## config.mk

```make
export PLATFORM = sky130hd
export DESIGN_NAME = multicycle_ctrl
export DESIGN_NICKNAME = d
export VERILOG_FILES = /design/src/rtl/mips_defs.sv /design/src/rtl/opdecode.sv /design/src/rtl/multicycle_ctrl.sv
export SDC_FILE = /design/constraint.sdc
export NUM_CORES = 1
export LEC_CHECK = 0
export BUFFER_PORTS_ARGS = -buffer_cell sky130_fd_sc_hd__buf_4
export CAP_MARGIN = 10
export CORE_MARGIN = 1.5
export CORE_UTILIZATION = 50
export CTS_CLUSTER_DIAMETER = 40
export DETAILED_ROUTE_END_ITERATION = 10
export GPL_TIMING_DRIVEN = 0
export PLACE_DENSITY = 0.78
export SETUP_SLACK_MARGIN = 0.3
export SYNTH_ARGS = -nofsm -noshare
export SYNTH_HDL_FRONTEND = slang
export SYNTH_SLANG_ARGS = --single-unit
```

## constraint.sdc

```tcl
create_clock -name clk -period 2.2 [get_ports clk]
set_input_delay 0.11 -clock clk [delete_from_list [all_inputs] [get_ports clk]]
set_output_delay 0.11 -clock clk [all_outputs]
set_load 0.02 [all_outputs]
```

## src/rtl/mips_defs.sv

```systemverilog
// Shared encodings for the multicycle MIPS subset: opcodes, functs, ALU commands,
// datapath mux selects, instruction classes and controller states.
package mips_defs;

  localparam logic [5:0] OPC_RTYPE = 6'h00;
  localparam logic [5:0] OPC_J     = 6'h02;
  localparam logic [5:0] OPC_JAL   = 6'h03;
  localparam logic [5:0] OPC_BNE   = 6'h05;
  localparam logic [5:0] OPC_ADDI  = 6'h08;
  localparam logic [5:0] OPC_XORI  = 6'h0E;
  localparam logic [5:0] OPC_LW    = 6'h23;
  localparam logic [5:0] OPC_SW    = 6'h2B;

  localparam logic [5:0] FN_JR  = 6'h08;
  localparam logic [5:0] FN_ADD = 6'h20;
  localparam logic [5:0] FN_SUB = 6'h22;
  localparam logic [5:0] FN_SLT = 6'h2A;

  typedef enum logic [2:0] {
    ALU_ADD = 3'd0,
    ALU_SUB = 3'd1,
    ALU_XOR = 3'd2,
    ALU_SLT = 3'd3
  } alu_op_e;

  localparam logic [1:0] PC_SRC_PC4    = 2'd0;
  localparam logic [1:0] PC_SRC_JUMP   = 2'd1;
  localparam logic [1:0] PC_SRC_REGA   = 2'd2;
  localparam logic [1:0] PC_SRC_BRANCH = 2'd3;

  localparam logic [1:0] REG_DIN_ALU = 2'd0;
  localparam logic [1:0] REG_DIN_MEM = 2'd1;
  localparam logic [1:0] REG_DIN_PC4 = 2'd2;

  localparam logic [1:0] REG_DST_RT  = 2'd0;
  localparam logic [1:0] REG_DST_RD  = 2'd1;
  localparam logic [1:0] REG_DST_R31 = 2'd2;

  typedef enum logic [3:0] {
    IC_RALU, IC_IALU, IC_LW, IC_SW, IC_BNE, IC_J, IC_JAL, IC_JR, IC_ILLEGAL
  } instr_class_e;

  typedef enum logic [2:0] {
    S_FETCH, S_DECODE, S_EXEC, S_MEM, S_WB, S_HALT
  } state_e;

endpackage

```

## src/rtl/opdecode.sv

```systemverilog
// Combinational classifier: opcode/funct to instruction class, ALU command and
// immediate-operand select.
module opdecode
  import mips_defs::*;
(
  input  logic [5:0]   opcode_i,
  input  logic [5:0]   funct_i,
  output instr_class_e cls_o,
  output alu_op_e      alu_op_o,
  output logic         use_imm_o
);

  always_comb begin
    cls_o     = IC_ILLEGAL;
    alu_op_o  = ALU_ADD;
    use_imm_o = 1'b0;
    case (opcode_i)
      OPC_RTYPE: begin
        case (funct_i)
          FN_ADD:  cls_o = IC_RALU;
          FN_SUB:  begin cls_o = IC_RALU; alu_op_o = ALU_SUB; end
          FN_SLT:  begin cls_o = IC_RALU; alu_op_o = ALU_SLT; end
          FN_JR:   cls_o = IC_JR;
          default: cls_o = IC_ILLEGAL;
        endcase
      end
      OPC_ADDI: begin cls_o = IC_IALU; use_imm_o = 1'b1; end
      OPC_XORI: begin cls_o = IC_IALU; alu_op_o = ALU_XOR; use_imm_o = 1'b1; end
      OPC_LW:   begin cls_o = IC_LW; use_imm_o = 1'b1; end
      OPC_SW:   begin cls_o = IC_SW; use_imm_o = 1'b1; end
      OPC_BNE:  begin cls_o = IC_BNE; alu_op_o = ALU_SUB; end
      OPC_J:    cls_o = IC_J;
      OPC_JAL:  cls_o = IC_JAL;
      default:  cls_o = IC_ILLEGAL;
    endcase
  end

endmodule

```

## src/rtl/multicycle_ctrl.sv

```systemverilog
// Multicycle MIPS-subset controller: FETCH/DECODE/EXEC/MEM/WB/HALT sequencer with
// a memory-wait watchdog. Outputs decode state plus the IR's opcode/funct.
module multicycle_ctrl
  import mips_defs::*;
#(
  parameter int unsigned MEM_TIMEOUT = 15
) (
  input  logic       clk,
  input  logic       reset,
  input  logic [5:0] opcode,
  input  logic [5:0] funct,
  input  logic       aluZero,
  input  logic       memReady,
  output logic       memReq,
  output logic       irWe,
  output logic       pcWe,
  output logic       regWe,
  output logic       dmWe,
  output logic       aluBSrcCtrl,
  output logic [1:0] pcSrcCtrl,
  output logic [1:0] regDInCtrl,
  output logic [1:0] regDstCtrl,
  output logic [2:0] op,
  output logic       instrDone,
  output logic       halted,
  output logic [2:0] dbgState
);

  state_e       state_q, state_d;
  logic [3:0]   wait_q, wait_d;
  logic [3:0]   wait_inc;
  instr_class_e cls;
  alu_op_e      alu_op;
  logic         use_imm;

  opdecode u_opdecode (
    .opcode_i  (opcode),
    .funct_i   (funct),
    .cls_o     (cls),
    .alu_op_o  (alu_op),
    .use_imm_o (use_imm)
  );

  always_ff @(posedge clk) begin
    if (reset) begin
      state_q <= S_FETCH;
      wait_q  <= '0;
    end else begin
      state_q <= state_d;
      wait_q  <= wait_d;
    end
  end

  assign wait_inc = wait_q + 4'd1;
  assign dbgState = state_q;

  always_comb begin
    state_d     = state_q;
    wait_d      = wait_q;
    memReq      = 1'b0;
    irWe        = 1'b0;
    pcWe        = 1'b0;
    regWe       = 1'b0;
    dmWe        = 1'b0;
    aluBSrcCtrl = 1'b0;
    pcSrcCtrl   = PC_SRC_PC4;
    regDInCtrl  = REG_DIN_ALU;
    regDstCtrl  = REG_DST_RT;
    op          = ALU_ADD;
    instrDone   = 1'b0;
    halted      = 1'b0;
    case (state_q)
      S_FETCH: begin
        memReq = 1'b1;
        if (memReady) begin
          irWe    = 1'b1;
          state_d = S_DECODE;
        end else begin
          wait_d = wait_inc;
          if (wait_inc == 4'(MEM_TIMEOUT)) state_d = S_HALT;
        end
      end
      S_DECODE: begin
        case (cls)
          IC_J, IC_JAL: begin
            pcWe      = 1'b1;
            pcSrcCtrl = PC_SRC_JUMP;
            instrDone = 1'b1;
            state_d   = S_FETCH;
            if (cls == IC_JAL) begin
              regWe      = 1'b1;
              regDstCtrl = REG_DST_R31;
              regDInCtrl = REG_DIN_PC4;
            end
          end
          IC_JR: begin
            pcWe      = 1'b1;
            pcSrcCtrl = PC_SRC_REGA;
            instrDone = 1'b1;
            state_d   = S_FETCH;
          end
          IC_ILLEGAL: state_d = S_HALT;
          default:    state_d = S_EXEC;
        endcase
      end
      S_EXEC: begin
        op          = alu_op;
        aluBSrcCtrl = use_imm;
        if (cls == IC_BNE) begin
          pcWe      = 1'b1;
          pcSrcCtrl = aluZero ? PC_SRC_PC4 : PC_SRC_BRANCH;
          instrDone = 1'b1;
          state_d   = S_FETCH;
        end else if (cls == IC_LW || cls == IC_SW) begin
          state_d = S_MEM;
        end else begin
          state_d = S_WB;
        end
      end
      S_MEM: begin
        memReq = 1'b1;
        dmWe   = (cls == IC_SW);
        if (memReady) begin
          if (cls == IC_SW) begin
            pcWe      = 1'b1;
            instrDone = 1'b1;
            state_d   = S_FETCH;
          end else begin
            state_d = S_WB;
          end
        end else begin
          wait_d = wait_inc;
          if (wait_inc == 4'(MEM_TIMEOUT)) state_d = S_HALT;
        end
      end
      S_WB: begin
        regWe      = 1'b1;
        regDstCtrl = (cls == IC_RALU) ? REG_DST_RD : REG_DST_RT;
        regDInCtrl = (cls == IC_LW) ? REG_DIN_MEM : REG_DIN_ALU;
        pcWe       = 1'b1;
        instrDone  = 1'b1;
        state_d    = S_FETCH;
      end
      S_HALT:  halted = 1'b1;
      default: state_d = S_FETCH;
    endcase
    // Every state change restarts the watchdog, so FETCH and MEM always begin at zero.
    if (state_d != state_q) wait_d = '0;
    // Nothing may assert while reset is applied, whatever state the register holds.
    if (reset) begin
      memReq      = 1'b0;
      irWe        = 1'b0;
      pcWe        = 1'b0;
      regWe       = 1'b0;
      dmWe        = 1'b0;
      aluBSrcCtrl = 1'b0;
      pcSrcCtrl   = PC_SRC_PC4;
      regDInCtrl  = REG_DIN_ALU;
      regDstCtrl  = REG_DST_RT;
      op          = ALU_ADD;
      instrDone   = 1'b0;
      halted      = 1'b0;
    end
  end

endmodule

```

Yosys cells after proc, flatten, opt, wreduce, memory -nomap -nowiden
Cells that the tools add are included. W data, S select, Z words.

Register bits: 7. Bits of input ports: 16. Output and inout port bits: 20. Word-level logic and storage cells: 90.

Add/subtract/negate cells: 1. Equality and inequality tests: 25. Multiplexer cells: 49. Bitwise operators: 1. Reduce and logical (&&, ||, !) cells: 12.

Operators with widths (count): $eq A6 B6 Y1 const B (5); $pmux W4 S7 (1); $mux W3 (8); $mux W1 (22); $pmux W2 S2 (5); $eq A6 B4 Y1 const B (3); $eq A4 B3 Y1 const B (4); $pmux W3 S5 (1); $mux W2 (7); $eq A6 B2 Y1 const B (2); $pmux W3 S3 (1); $eq A4 B2 Y1 const B (2); $eq A4 B4 Y1 const B (2); $pmux W4 S2 (1); $reduce_or A2 Y1 (4); $eq A3 B2 Y1 const B (2); $eq A3 B3 Y1 const B (2); $eq A6 B3 Y1 const B (1); $logic_not A6 Y1 (1); $pmux W3 S2 (1); $reduce_or A3 Y1 (2); $add A4 B1 Y4 const B (1); $logic_not A4 Y1 (1); $pmux W1 S4 (1); other kinds (8) (8).

Longest topological paths before layout
Depth after elaboration: 11. Gate-level depth with buffers: 8. Depth with buffers taken out: 7.

By module
A second synthesis with hierarchy kept.

Cell total of the unflattened synthesis: 166. Area, all modules: 1188.6 um^2.

Modules (own cells, without submodules): multicycle_ctrl (times used 1, cells an instance 120, area each 892.1 um^2, sequential area each 140.1 um^2); opdecode (times used 1, cells an instance 46, area each 296.5 um^2, sequential area each 0.0 um^2).

Least setup slack after synthesis
No wires, ideal clock.

Kind: in2out. Start point: input port opcode[0]. End point: output port pcWe. Arrival: 2222 ps. Data required time: 2090 ps. Path slack: -132 ps. Cell stages on the path: 8. Path buffers: 2. Cells stage by stage: buf_6 > or4_4 > nor4_4 > a31oi_2 > a211oi_2 > nand2_1 > a31oi_1 > buf_4.

Cells in the longest elaborated chain, start to end: 8. Elaborated cells between the ends (all ways): 22. Classes of those cells: eq/ne (12); mux (7); reduce/logical (3).

RTL lines: start: declaration (RTL line multicycle_ctrl.sv:10) `input logic [5:0] opcode,`; $eq A6 B4 Y1 (RTL line opdecode.sv:17) `case (opcode_i)`; $reduce_or A2 Y1 (no source line); $pmux W4 S7 * (RTL line opdecode.sv:17); $eq A4 B3 Y1 / $eq A4 B2 Y1 (equally long branches); $reduce_or A3 Y1 (no source line) / $mux W1 (equally long branches); $mux W1 (on tied branches); $pmux W1 S4 *; $mux W1 *; end: declaration (RTL line multicycle_ctrl.sv:16) `output logic pcWe,`.

Mark *: on every way between the ends. The rest lies on a longest branch, timed or not.

Final worst setup path
Start point: input port opcode[0]. End point: output port pcWe.

Cells in the longest elaborated chain, start to end: 8. Elaborated cells between the ends (all ways): 22. Classes of those cells: eq/ne (12); mux (7); reduce/logical (3).

RTL lines: $eq A6 B4 Y1 (RTL line opdecode.sv:17); $reduce_or A2 Y1 (no source line); $pmux W4 S7 * (RTL line opdecode.sv:17); $eq A4 B3 Y1 / $eq A4 B2 Y1 (equally long branches) (RTL line multicycle_ctrl.sv:84, multicycle_ctrl.sv:124); $reduce_or A3 Y1 (no source line) / $mux W1 (equally long branches); $mux W1 (on tied branches) (RTL line multicycle_ctrl.sv:84, multicycle_ctrl.sv:123); $pmux W1 S4 * (RTL line multicycle_ctrl.sv:72) `case (state_q)`; $mux W1 * (RTL line multicycle_ctrl.sv:150) `if (reset) begin`.

Marked as above.

==> out/qor.txt <==
status -> complete, no violations
I/O pin cnt -> 36
Initial Util -> 53.16%
Rel. slew slack -> 60.33%
drt initial violations -> 33
drt via density -> 6.067
initial antenna violation count -> 0
Hold Fails Final Rpt -> 0
htree depth -> 1
DRT met1 WL -> 1471 um
synth unique cells -> 51
dpl hpwl -> 2308 um
Place WS -> -291.3 ps
Syn Area/Cell -> 7.167 um2
Die Width -> 48.90 um
critical path peak fanout -> 2
top sig layer -> met4
asr flop ratio synth -> 0%
final core utilization -> 83.40%
CTS clk-pin slew, worst paths -> 50 ps
post-synth top area share -> 13.30%
Hold Path Class -> in -> reg
commonest cells after routing, fill and taps aside -> buf_4 (41), nor2_1 (13), nand2_1 (8), nor3_1 (8), buf_6 (8)
top post-synthesis cells by area -> dfxtp_1 (13%), nor2_1 (6.1%), nor3_1 (4.3%)
met3 wire length -> 180 um
first-pass GRT wire length -> 5444 um
cts bufs inserted -> 3
yosys warns -> 0
critical path class -> in -> out
CP Data Required Time -> 2090 ps
sequential area share after synthesis -> 13.30%
pin count of the biggest net entering global routing -> 11
Ant. Diodes -> 0
# hold bufs at CTS -> 0
Least-Margin Pin Slew -> 595.1 ps
Die H -> 48.90 um
Slew Limit Fails -> 0
fin worst setup slack -> 113.5 ps
fin crit share -> 94.84%
Filler cells -> 115
CTS tree -> yes
Vias -> 1,359
Detailed Routing Iterations Pass 1 -> 6
share of cells above drive strength 1 -> 46.19%
die area -> 0.002391 mm2
final net count -> 216
post-synthesis register bit count -> 7
crit start category -> input pin
max_cap viols -> 0
post-synthesis cell count -> 147
number of synthesized flops with an enable pin -> 0
syn nets -> 165
clk_lat worst skew -> 250 ps
leakage power -> 0.6515 nW
PD cells -> 297.9 mW/mm2
final setup TNS -> 0 ps
Sink Count -> 7
Placer Congestion -> 0.8925
WP data arrival -> 1980 ps
DR WL/cell -> 15.91 um
Netlist Area Pre-Place -> 0.001054 mm2
CP Capture Type -> output pin
P&R area growth vs syn -> 56.89%
WL final -> 3564 um
largest area contributor in the netlist -> dfxtp_1
RSZ-0062 raised after global routing -> yes
number of global-route vias before repair -> 1,246
post-route insts no fill -> 224
post-route ant nets -> 0
most common cell after layout, fill and taps aside -> buf_4
# DRC -> 0
setup violators final -> 0
metal2 WL -> 1821 um
Port Buffers -> 29
CTS Root Cell -> clkbuf_4
cell count after placement -> 203
Remaining Overflow, GRT -> 0
maximum buffer depth of the clock tree -> 2
Primary FF master, synth -> dfxtp_1
Max IR drop VDD -> 0.2106 mV
Max Clk Rate -> 479.3 MHz
Core Rows -> 16
post-layout minimum cycle time -> 2087 ps
Min Hold Slack -> 223.8 ps
total track usage -> 28.17%
Clock Skew -> 2.454 ps
CORE AREA -> 0.001982 mm2
-- per-stage QoR --
| step | cell area, um2 | total power [mW] |
|---|---|---|
| finish | 1653 | 0.4924 |
| global route | 1653 | 0.5204 |
| CTS | 1501 | 0.4616 |
| detailed placement | 1354 | 0.3308 |
| global placement | 1354 | 0.3263 |
| floorplan | 1102 | 0.2732 |
-- path summary, 6_finish.rpt --
path	startpoint	to	slack [ps]	cells after the start
setup reg to reg	wait_q[0]	wait_q[1]	230	6
hold reg to reg	wait_q[0]	wait_q[0]	610	2
setup / recovery	opcode[0]	pcWe	110	10
hold / removal	reset	wait_q[1]	220	4
-- per-layer routing --
metal	up-vias	GRT usage (%)
met3	11	3.067
met1	635	34.02
li1	649	-
met2	64	51.14
met4	0	10.00
met5	-	0
-- kinds of logic (layout without fill, tap and decap cells) --
kind of cell / count (synthesis) / count (layout) / share of synthesized area, %
mux: 3 / 3 / 2.850
other cells: 1 / 1 / 0.3560
compound gates: 35 / 35 / 24.46
simple gates: 77 / 77 / 43.94
xor+xnor: 6 / 6 / 4.989
fa+ha+maj: 2 / 2 / 2.375
flops: 7 / 7 / 13.30
buf+inv: 16 / 66 / 7.719
-- Yosys cell counts, types with 2 or more instances --
master,count
xor2_1,3
ha_1,2
o21ai_0,7
nand4b_1,2
buf_4,3
nand3b_1,2
mux2i_1,3
xnor2_1,3
inv_1,3
nor2_1,17
nor3_1,9
a21oi_1,8
or2_2,4
a31oi_1,5
nand3_1,5
o211ai_1,2
nand2_1,9
nor3b_1,5
nand2b_1,4
clkbuf_1,7
nand4_1,3
and3_1,3
or3b_2,3
dfxtp_1,7
o311ai_2,2
-- where the power goes --
group	total [mW]	switching (mW)	internal (mW)
logic	0.226	0.127	0.0992
clock network	0.122	0.0525	0.0696
registers	0.144	0.0106	0.134
total	0.492	0.190	0.302
-- worst max-delay path: stages --
cell and delay [ps]:
buf_8 100, or4_4 550, nor4_4 300, buf_4 190, nor2_2 30, o211ai_1 100, nand2_1 150, a31oi_4 230
buf_6 120, buf_6 100
-- timing repair --
action                                  in CTS  in global routing
setup buffers                                7                 10
pin swaps                                    7                 12
gates resized for setup                     16                 25
endpoints found under the setup margin      13                 14
-- flip-flops by register name, summed over array words and instances (netlist names) --
| name | flops |
|---|---|
| wait_q | 4 |
| dbgState | 3 |
-- layout make-up --
cell class | count | area, um2 | share of cell area [%]
Multi-Input combinational cell | 124 | 965.9 | 58.44
Timing Repair Buffer | 46 | 367.9 | 22.26
Sequential cell | 7 | 140.1 | 8.478
Buffer | 13 | 107.6 | 6.510
Tap cell | 27 | 33.78 | 2.044
Clock buffer | 4 | 26.28 | 1.590
Inverter | 3 | 11.26 | 0.6813
Note: power is estimated with default switching activity, not from simulation.
